$ cat src/rtl/mlp_output_layer.sv
// mlp_output_layer: requantizes the hidden-layer accumulators, then runs a
// sequential single-MAC dot product per output neuron against a locally
// stored weight/bias file, and reports the raw scores plus the argmax class.
module mlp_output_layer #(
  parameter int HIDDEN_SIZE = 2,
  parameter int ACC_W       = 16,
  parameter int DATA_W      = 8,
  parameter int OUT_DIM     = 2,
  parameter int OUT_ACC_W   = 24,
  parameter int SHIFT       = 4,
  localparam int NW = OUT_DIM * (HIDDEN_SIZE + 1),
  localparam int AW = (NW > 1) ? $clog2(NW) : 1,
  localparam int NB = (OUT_DIM > 1) ? $clog2(OUT_DIM) : 1
) (
  input  logic                           clk,
  input  logic                           rst,
  input  logic [ACC_W*HIDDEN_SIZE-1:0]   hidden_in_flat,
  input  logic                           hidden_valid,
  output logic                           hidden_ready,
  input  logic                           w_we,
  input  logic [AW-1:0]                  w_addr,
  input  logic [DATA_W-1:0]              w_data,
  output logic                           busy,
  output logic [OUT_ACC_W*OUT_DIM-1:0]   out_flat,
  output logic [NB-1:0]                  out_argmax,
  output logic                           out_valid
);

  localparam int KB = (HIDDEN_SIZE > 1) ? $clog2(HIDDEN_SIZE) : 1;
  localparam logic [ACC_W-1:0] QMAX = ACC_W'((2 ** (DATA_W - 1)) - 1);

  typedef enum logic [1:0] {
    S_IDLE,
    S_QUANT,
    S_MAC,
    S_DONE
  } state_t;

  state_t state_q, state_d;

  // Weight/bias file: neuron n occupies HIDDEN_SIZE weights followed by its bias.
  logic signed [DATA_W-1:0]    w_q     [NW];
  logic [ACC_W*HIDDEN_SIZE-1:0] h_q;
  logic signed [DATA_W-1:0]    q_q     [HIDDEN_SIZE];
  logic signed [OUT_ACC_W-1:0] score_q [OUT_DIM];
  logic signed [OUT_ACC_W-1:0] acc_q;
  logic signed [OUT_ACC_W-1:0] best_q;
  logic [NB-1:0]               best_idx_q;
  logic [NB-1:0]               n_q;
  logic [KB-1:0]               k_q;
  logic [OUT_ACC_W*OUT_DIM-1:0] out_flat_q;
  logic [NB-1:0]               out_argmax_q;
  logic                        out_valid_q;

  logic [AW-1:0]               w_idx;
  logic [NB-1:0]               bias_n;
  logic [AW-1:0]               bias_idx;
  logic signed [DATA_W-1:0]    q_cur;
  logic signed [DATA_W-1:0]    w_cur;
  logic signed [2*DATA_W-1:0]  prod;
  logic signed [OUT_ACC_W-1:0] acc_sum;
  logic signed [OUT_ACC_W-1:0] bias_ext;
  logic                        last_k;
  logic                        last_n;
  logic                        new_best;
  logic                        w_accept;

  // ReLU, arithmetic shift, then saturate to the largest positive DATA_W value.
  function automatic logic signed [DATA_W-1:0] requant(input logic [ACC_W-1:0] h);
    logic [ACC_W-1:0] sh;
    sh = ACC_W'($signed(h) >>> SHIFT);
    if (h[ACC_W-1]) begin
      return '0;
    end else if (sh > QMAX) begin
      return QMAX[DATA_W-1:0];
    end else begin
      return sh[DATA_W-1:0];
    end
  endfunction

  // Next-state logic of the control FSM.
  always_comb begin
    // NOTE: default assigned first so no path leaves state_d unassigned (no latch).
    state_d = state_q;
    case (state_q)
      S_IDLE:  if (hidden_valid) state_d = S_QUANT;
      S_QUANT: state_d = S_MAC;
      S_MAC:   if (last_k && last_n) state_d = S_DONE;
      S_DONE:  state_d = S_IDLE;
      default: state_d = S_IDLE;
    endcase
  end

  // MAC datapath: current product, running sum, and the bias of the next neuron.
  always_comb begin
    w_idx    = AW'(n_q) * AW'(HIDDEN_SIZE + 1) + AW'(k_q);
    bias_n   = (state_q == S_QUANT) ? '0 : n_q + NB'(1);
    bias_idx = AW'(bias_n) * AW'(HIDDEN_SIZE + 1) + AW'(HIDDEN_SIZE);
    q_cur    = q_q[k_q];
    w_cur    = w_q[w_idx];
    prod     = q_cur * w_cur;
    acc_sum  = acc_q + {{(OUT_ACC_W - 2*DATA_W){prod[2*DATA_W-1]}}, prod};
    bias_ext = {{(OUT_ACC_W - DATA_W){w_q[bias_idx][DATA_W-1]}}, w_q[bias_idx]};
    last_k   = (k_q == KB'(HIDDEN_SIZE - 1));
    last_n   = (n_q == NB'(OUT_DIM - 1));
    new_best = (n_q == '0) || (acc_sum > best_q);
    w_accept = w_we && (state_q == S_IDLE) && (int'(w_addr) < NW);
  end

  // State register.
  always_ff @(posedge clk) begin
    // NOTE: non-blocking so every flop samples pre-edge values regardless of block order.
    if (rst) state_q <= S_IDLE;
    else     state_q <= state_d;
  end

  // Weight file writes; only taken while idle so weights are constant during a computation.
  always_ff @(posedge clk) begin
    // NOTE: the weight file is reset explicitly; a reset run must see all-zero weights.
    if (rst) begin
      for (int i = 0; i < NW; i++) w_q[i] <= '0;
    end else if (w_accept) begin
      w_q[w_addr] <= w_data;
    end
  end

  // Capture, requantize, accumulate, track the best score, and publish results.
  always_ff @(posedge clk) begin
    if (rst) begin
      h_q          <= '0;
      for (int i = 0; i < HIDDEN_SIZE; i++) q_q[i] <= '0;
      for (int n = 0; n < OUT_DIM; n++)     score_q[n] <= '0;
      acc_q        <= '0;
      best_q       <= '0;
      best_idx_q   <= '0;
      n_q          <= '0;
      k_q          <= '0;
      out_flat_q   <= '0;
      out_argmax_q <= '0;
      out_valid_q  <= 1'b0;
    end else begin
      out_valid_q <= 1'b0;
      case (state_q)
        S_IDLE: begin
          if (hidden_valid) h_q <= hidden_in_flat;
        end
        S_QUANT: begin
          for (int i = 0; i < HIDDEN_SIZE; i++) begin
            q_q[i] <= requant(h_q[i*ACC_W +: ACC_W]);
          end
          n_q   <= '0;
          k_q   <= '0;
          acc_q <= bias_ext;
        end
        S_MAC: begin
          if (last_k) begin
            score_q[n_q] <= acc_sum;
            if (new_best) begin
              best_q     <= acc_sum;
              best_idx_q <= n_q;
            end
            if (!last_n) begin
              n_q   <= n_q + NB'(1);
              k_q   <= '0;
              acc_q <= bias_ext;
            end
          end else begin
            k_q   <= k_q + KB'(1);
            acc_q <= acc_sum;
          end
        end
        S_DONE: begin
          for (int n = 0; n < OUT_DIM; n++) begin
            out_flat_q[n*OUT_ACC_W +: OUT_ACC_W] <= score_q[n];
          end
          out_argmax_q <= best_idx_q;
          out_valid_q  <= 1'b1;
        end
        default: ;
      endcase
    end
  end

  assign hidden_ready = (state_q == S_IDLE);
  assign busy         = (state_q != S_IDLE);
  assign out_flat     = out_flat_q;
  assign out_argmax   = out_argmax_q;
  assign out_valid    = out_valid_q;

endmodule

$ cat config.mk
export PLATFORM = sky130hd
export DESIGN_NAME = mlp_output_layer
export DESIGN_NICKNAME = d
export VERILOG_FILES = /design/src/rtl/mlp_output_layer.sv
export SDC_FILE = /design/constraint.sdc
export NUM_CORES = 1
export LEC_CHECK = 0
export BUFFER_PORTS_ARGS = -buffer_cell sky130_fd_sc_hd__buf_4
export CAP_MARGIN = 0
export CORE_ASPECT_RATIO = 0.7
export CORE_UTILIZATION = 50
export CTS_CLUSTER_SIZE = 12
export DETAILED_ROUTE_END_ITERATION = 8
export GPL_ROUTABILITY_DRIVEN = 1
export PLACE_DENSITY = 0.68
export SETUP_SLACK_MARGIN = 0.02
export SYNTH_ARGS = -nofsm -noshare
export SYNTH_HDL_FRONTEND = slang
export SYNTH_SLANG_ARGS = --single-unit
$ cat constraint.sdc
create_clock -name clk -period 20.2 [get_ports clk]
set_clock_uncertainty 0.1 [all_clocks]
set_input_delay 1.01 -clock clk [delete_from_list [all_inputs] [get_ports clk]]
set_output_delay 1.01 -clock clk [all_outputs]
set_load 0.01 [all_outputs]
After elaboration in Yosys (flattened, before gate mapping)

Memories as Yosys holds them, arrays and structs flattened. A register that Yosys moved wholly into a read port is not among the register bits.
Cells that the tools add are included.
W data, S select, Z words.

$add $sub $neg: 5
Multipliers: 3
Div/mod/pow operators: 0
Order comparisons: 4
Equal/unequal tests: 7
Shift operators: 0
Mux-type cells: 44
Bitwise logic cells: 3
Reduce and logical (&&, ||, !) cells: 14

Operators with widths:

| cell                  | count |
|---|---|
| $mux W8               | 11 |
| $mux W24              | 3 |
| $pmux W24 S2          | 1 |
| $gt A16 B7 Y1 const B | 2 |
| $add A24 B24 Y24      | 1 |
| $gt A24 B24 Y1        | 1 |
| $reduce_or A24 Y1     | 1 |
| $mux W1               | 23 |
| $mul A8 B8 Y16        | 1 |
| $pmux W2 S4           | 1 |
| $reduce_and A2 Y1     | 4 |
| $reduce_or A8 Y1      | 1 |
| $mul A1 B2 Y3 const B | 2 |
| $ne A2 B2 Y1 const B  | 3 |
| $eq A2 B2 Y1 const B  | 2 |
| $mux W2               | 2 |
| $pmux W1 S2           | 2 |
| $reduce_bool A2 Y1    | 2 |
| $add A3 B1 Y3         | 1 |
| $add A3 B2 Y3 const B | 1 |
| $logic_and A1 B1 Y1   | 3 |
| $lt A3 B3 Y1 const B  | 1 |
| $mux W3               | 1 |
| $ne A3 B3 Y1 const B  | 1 |
| other kinds (7)       | 9 |

Flip-flop bits (word level): 87
Bits in latches: 0
Bits in writable memories: 112
Memory bits (read-only): 0
Input bits: 47
Output and inout bits: 52
Logic and storage cells: 92
Memories kept: 3

Memories:

| name    | words | bits a word | read ports | clocked after memory_dff | write ports | line | RTL |
|---|---|---|---|---|---|---|---|
| score_q | 2     | 24          | 2          | 2                        | 2           | 45   | `logic signed [OUT_ACC_W-1:0] score_q [OUT_DIM];` |
| w_q     | 6     | 8           | 2          | 0                        | 6           | 42   | `logic signed [DATA_W-1:0] w_q [NW];` |
| q_q     | 2     | 8           | 1          | 1                        | 2           | 44   | `logic signed [DATA_W-1:0] q_q [HIDDEN_SIZE];` |

Logic depth before layout (Yosys ltp)

Depth after elaboration: 8
Mapped depth: 46
Gate-level depth less buffers: 43

Least setup slack after synthesis

No wires, ideal clock.

Path type: flip-flop to flip-flop
Start point: register k_q
End point: register best_q[14]
Arrival time: 10108 ps
Slack: 9864 ps
Cell stages (with the launch flop): 45
Path buffers: 4
Cell sequence: dfxtp_1 > inv_1 > ha_1 > clkbuf_1 > clkbuf_1 > mux4_2 > mux2i_1 > inv_1 > nand2_1 > fa_1 > fa_1 > inv_1 > fa_1 > inv_1 > fa_1 > inv_1 > ha_1 > o21ai_0 > [9 not listed] > a31oi_1 > o21ai_0 > a211oi_1 > nor2_1 > o41ai_2 > xor2_1 > inv_1 > ha_1 > nand4_1 > nor2_1 > nand3_1 > or3_1 > a21oi_1 > or3_1 > a31o_2 > buf_2 > mux2i_1 > nor2_1

Cells in the longest elaborated chain, start to end: 7

Ends and longest elaborated chain:

| what                               | line | RTL |
|---|---|---|
| start, declared                    | 50   | `logic [KB-1:0] k_q;` |
| start signal, assigned             | 168  | `k_q <= k_q + KB'(1);` |
| $add A3 B1 Y3                      | 96   | `w_idx = AW'(n_q) * AW'(HIDDEN_SIZE + 1) + AW'(k_q);` |
| $mem_v2 Z6 W8                      | n/a  |  |
| $mul A8 B8 Y16                     | 101  | `prod = q_cur * w_cur;` |
| $add A24 B24 Y24                   | 102  | `acc_sum = acc_q + {{(OUT_ACC_W - 2*DATA_W){prod[2*DATA_W-1]}}, prod};` |
| via acc_sum[22]                    | 61   | `logic signed [OUT_ACC_W-1:0] acc_sum;` |
| $gt A24 B24 Y1                     | 106  | `new_best = (n_q == '0) \|\| (acc_sum > best_q);` |
| $logic_or A1 B1 Y1                 | 106  |  |
| $reduce_and A3 Y1 (no source line) | n/a  |  |
| end signal, assigned               | 159  | `best_q <= acc_sum;` |
| end, declared                      | 47   | `logic signed [OUT_ACC_W-1:0] best_q;` |

The timed path passes the listed nets, and every way through them passes these cells.
A chain may end at the register's enable or synchronous reset.

Final worst setup path

Start point: register n_q, in the netlist last_n
End point: register best_q[5]

Cells in the longest elaborated chain, start to end: 8
Elaborated cells between the ends (all ways): 9
Classes of those cells: 2 x add/sub; 2 x mul; 1 x order compare; 1 x bitwise; 2 x reduce/logical; 1 x memory

Ends and longest elaborated chain:

| what                               | line | RTL |
|---|---|---|
| start, declared                    | 49   | `logic [NB-1:0] n_q;` |
| start signal, assigned             | 163  | `n_q <= n_q + NB'(1);` |
| $mul A1 B2 Y3                      | 96   |  |
| $add A3 B1 Y3                      | 96   |  |
| $mem_v2 Z6 W8                      | n/a  |  |
| $mul A8 B8 Y16                     | 101  |  |
| $add A24 B24 Y24                   | 102  |  |
| via acc_sum[22]                    | 61   |  |
| $gt A24 B24 Y1                     | 106  |  |
| $logic_or A1 B1 Y1                 | 106  |  |
| $reduce_and A3 Y1 (no source line) | n/a  |  |

The timed path passes the listed nets, and every way through them passes these cells.

==> results.cfg <==
[status]
status = completed

[floorplanning]
start_util_pct = 51.1
die_w_um = 204
num_rows = 51
core-area_um2 = 27900
die_height_um = 143
io_pins = 99
die_area_um2 = 29200

[logic_synthesis]
netlist_area_um2 = 14200
synth_top_area_share_pct = 27.0
synth-edff-count = 128
synth_area_leaders = edfxtp_1, dfxtp_1, fa_1
synth-async-reset-ratio_pct = 0
synthTopCellsByCount = nor2_1, inv_1, dfxtp_1, edfxtp_1, nand2_1
ys_types = 61
ys.flop_type = edfxtp_1
yosysWarnings = 0
syn_area_per_cell_um2 = 10.2
yosysSeqAreaShare_pct = 45.0
yosys.area.top_type = edfxtp_1
synth_seq_cells = 256
synth_cells = 1403
synth.most_common_cell = nor2_1

[clock_network]
cts_sinks = 256
clk_latency_ns = 0.54
cts_made_buffers = 27
clk_pin_slew_worst_paths_ns = 0.07
post_cts.repair.setup_buffers = 0
h-tree-depth = 1
cts-resized-gates = 0
root_buffer = clkbuf_16
cts.path.max_buffers = 3
tritoncts = built
postCtsHoldBufs = 0

[route]
drc = 0
drtIter0Drc = 592
drt-total-wl_mm = 31.7
antenna_left = 0
routed_via_density = 5.36
num_vias = 10167
detail_route.wl_per_cell_um = 16.7
firstDrtPassIters = 5

[timing]
setup_viol = 0
worst_pin_slew_ns = 1.04
maxSlewHeadroom_pct = 30.7
rsz0062_at_grt = no
hold_viol_final = 0
setup_tns_ns = 0
fin_crit_ns = 12.10
slew_viol_final = 0
clock.fmax_mhz = 82.6
period_share_pct = 59.9

[finish]
syn_to_final_growth_pct = 13.8
multi_input_area_um2 = 7090
regArea_um2 = 6410
layout-drive-gt1-share_pct = 13.0
fillers = 2412
antenna_cells = 0
final_nets = 1692

[placed_design]
place_congestion = 0.846
dp_hpwl_mm = 23.2
place.port_buffers = 90

[worst_setup_path]
cpMostUsedCell = nor2_1
required_ns = 20.51
end_kind = flop
cpMaxStageDelayCell = ha_1
timing.rr.end = best_q[5]
start_kind = flop
critPathKind = flop to flop
cp_max_fo = 30
worst-r2r-cell-count = 40
max_stage_delay_ns = 0.92
r2r_start = last_n
arrival_ns = 12.41
r2r_slack_ns = 8.10

[hold_path]
holdCritStartpoint = h_q[30]
min_path_type = flop to flop
hold_depth = 2
holdPathEnd = h_q[30]

[global_routing]
grt_antenna_before_repair = 0
grt_use_total_pct = 22.0
grt_overflow = 0
grt_pass1_wl_mm = 50.9
grt_max_degree = 67
grt_pass1_vias = 9800

[run]
maxCapViolations = 0
critical path: cells and delay by family (launching register included):
kind                     cells  cell delay (ns)
AO/OA/AOI/OAI               10             3.25
XOR/XNOR                     2             0.56
adder cells (fa/ha/maj)      8             3.94
buffers and inverters        7             0.78
flip-flops                   1             0.61
multiplexers                 3             1.19
AND/OR/NAND/NOR             10             1.52
flip-flops by register name, indices dropped and copies added (netlist names), 2 cells and up, named ones only:
register,cells
score_q,48
h_q,24
acc_q,24
w_q,64
state_q,2
out_flat,48
best_q,24
q_q,16
final cells by class:
type,instances,area share (%)
Tap cell,371,2.86
Inverter,163,3.77
Timing Repair Buffer,107,4.95
Clock inverter,6,0.301
Multi-Input combinational cell,950,43.7
Clock buffer,44,4.88
Sequential cell,256,39.5
metal layers:
metal / part of all wire [%] / up-vias / GRT usage (%) / wire length, µm
met5: 0 / - / 0 / 0
met4: 1.5 / 0 / 4.23 / 481
met3: 5.1 / 36 / 2.60 / 1630
met2: 44 / 209 / 34.1 / 14000
met1: 49 / 4997 / 33.2 / 15600
li1: - / 4925 / - / -
worst max path at each step:
stage                     cells after the start    endpoint  startpoint
after floorplan                              44  best_q[14]         k_q
after global placement                       39  best_q[17]      last_n
after detailed placement                     40  best_q[17]      last_n
after CTS                                    40  best_q[17]      last_n
after global routing                         40   best_q[3]      last_n
final                                        40   best_q[5]      last_n
per-stage QoR:
step                cells  setup slack, ns  hold WS [ns]  instance area (µm²)  utilization, %
floorplan            1420             9.86         0.336                14300               -
global placement     1847             8.45         0.345                15400            55.2
detailed placement   1847             8.28         0.348                15400            55.2
CTS                  1897             8.21         0.356                16200            58.2
global route         1897             7.44         0.375                16200            58.2
finish               1897             8.10         0.355                16200            58.2
kinds of logic after synthesis:
group / count (synthesis) / share of synthesized area, %
muxes: 102 / 8.61
AOI/OAI and AO/OA: 202 / 9.51
other: 1 / 0.0263
and+or+nand+nor: 455 / 13.9
buffers and inverters: 214 / 5.71
DFF: 256 / 45.0
xor gates and xnor gates: 33 / 2.08
adders and majority gates: 140 / 15.2
layout by cell type (no fill, tap or decap), types with 4 or more instances in the layout:
master / netlist / routed
buf_4: 0 / 107
mux4_2: 16 / 16
and3_1: 19 / 19
nand2b_1: 14 / 14
a21o_1: 18 / 18
xnor2_1: 18 / 18
o211ai_1: 7 / 7
fa_1: 56 / 56
dfxtp_1: 128 / 128
o21a_1: 18 / 18
nand2_1: 93 / 93
nand3_1: 15 / 15
nor3_1: 20 / 20
nor2_1: 240 / 240
clkbuf_16: 0 / 28
edfxtp_1: 128 / 128
clkinv_2: 0 / 4
a2111oi_0: 5 / 5
conb_1: 1 / 18
o21bai_1: 8 / 8
inv_1: 162 / 162
ha_1: 84 / 83
nand4_1: 4 / 4
o21ai_0: 26 / 26
or3_1: 5 / 5
mux2i_1: 85 / 85
a211oi_1: 11 / 11
nor2b_1: 17 / 17
or2_2: 16 / 16
a31oi_1: 5 / 5
clkbuf_1: 43 / 13
xor2_1: 14 / 14
a21oi_1: 77 / 77
Power is left out: the tool's default activity adds up to more than one toggle a clock period on the data nets, which glitch-free logic cannot reach.
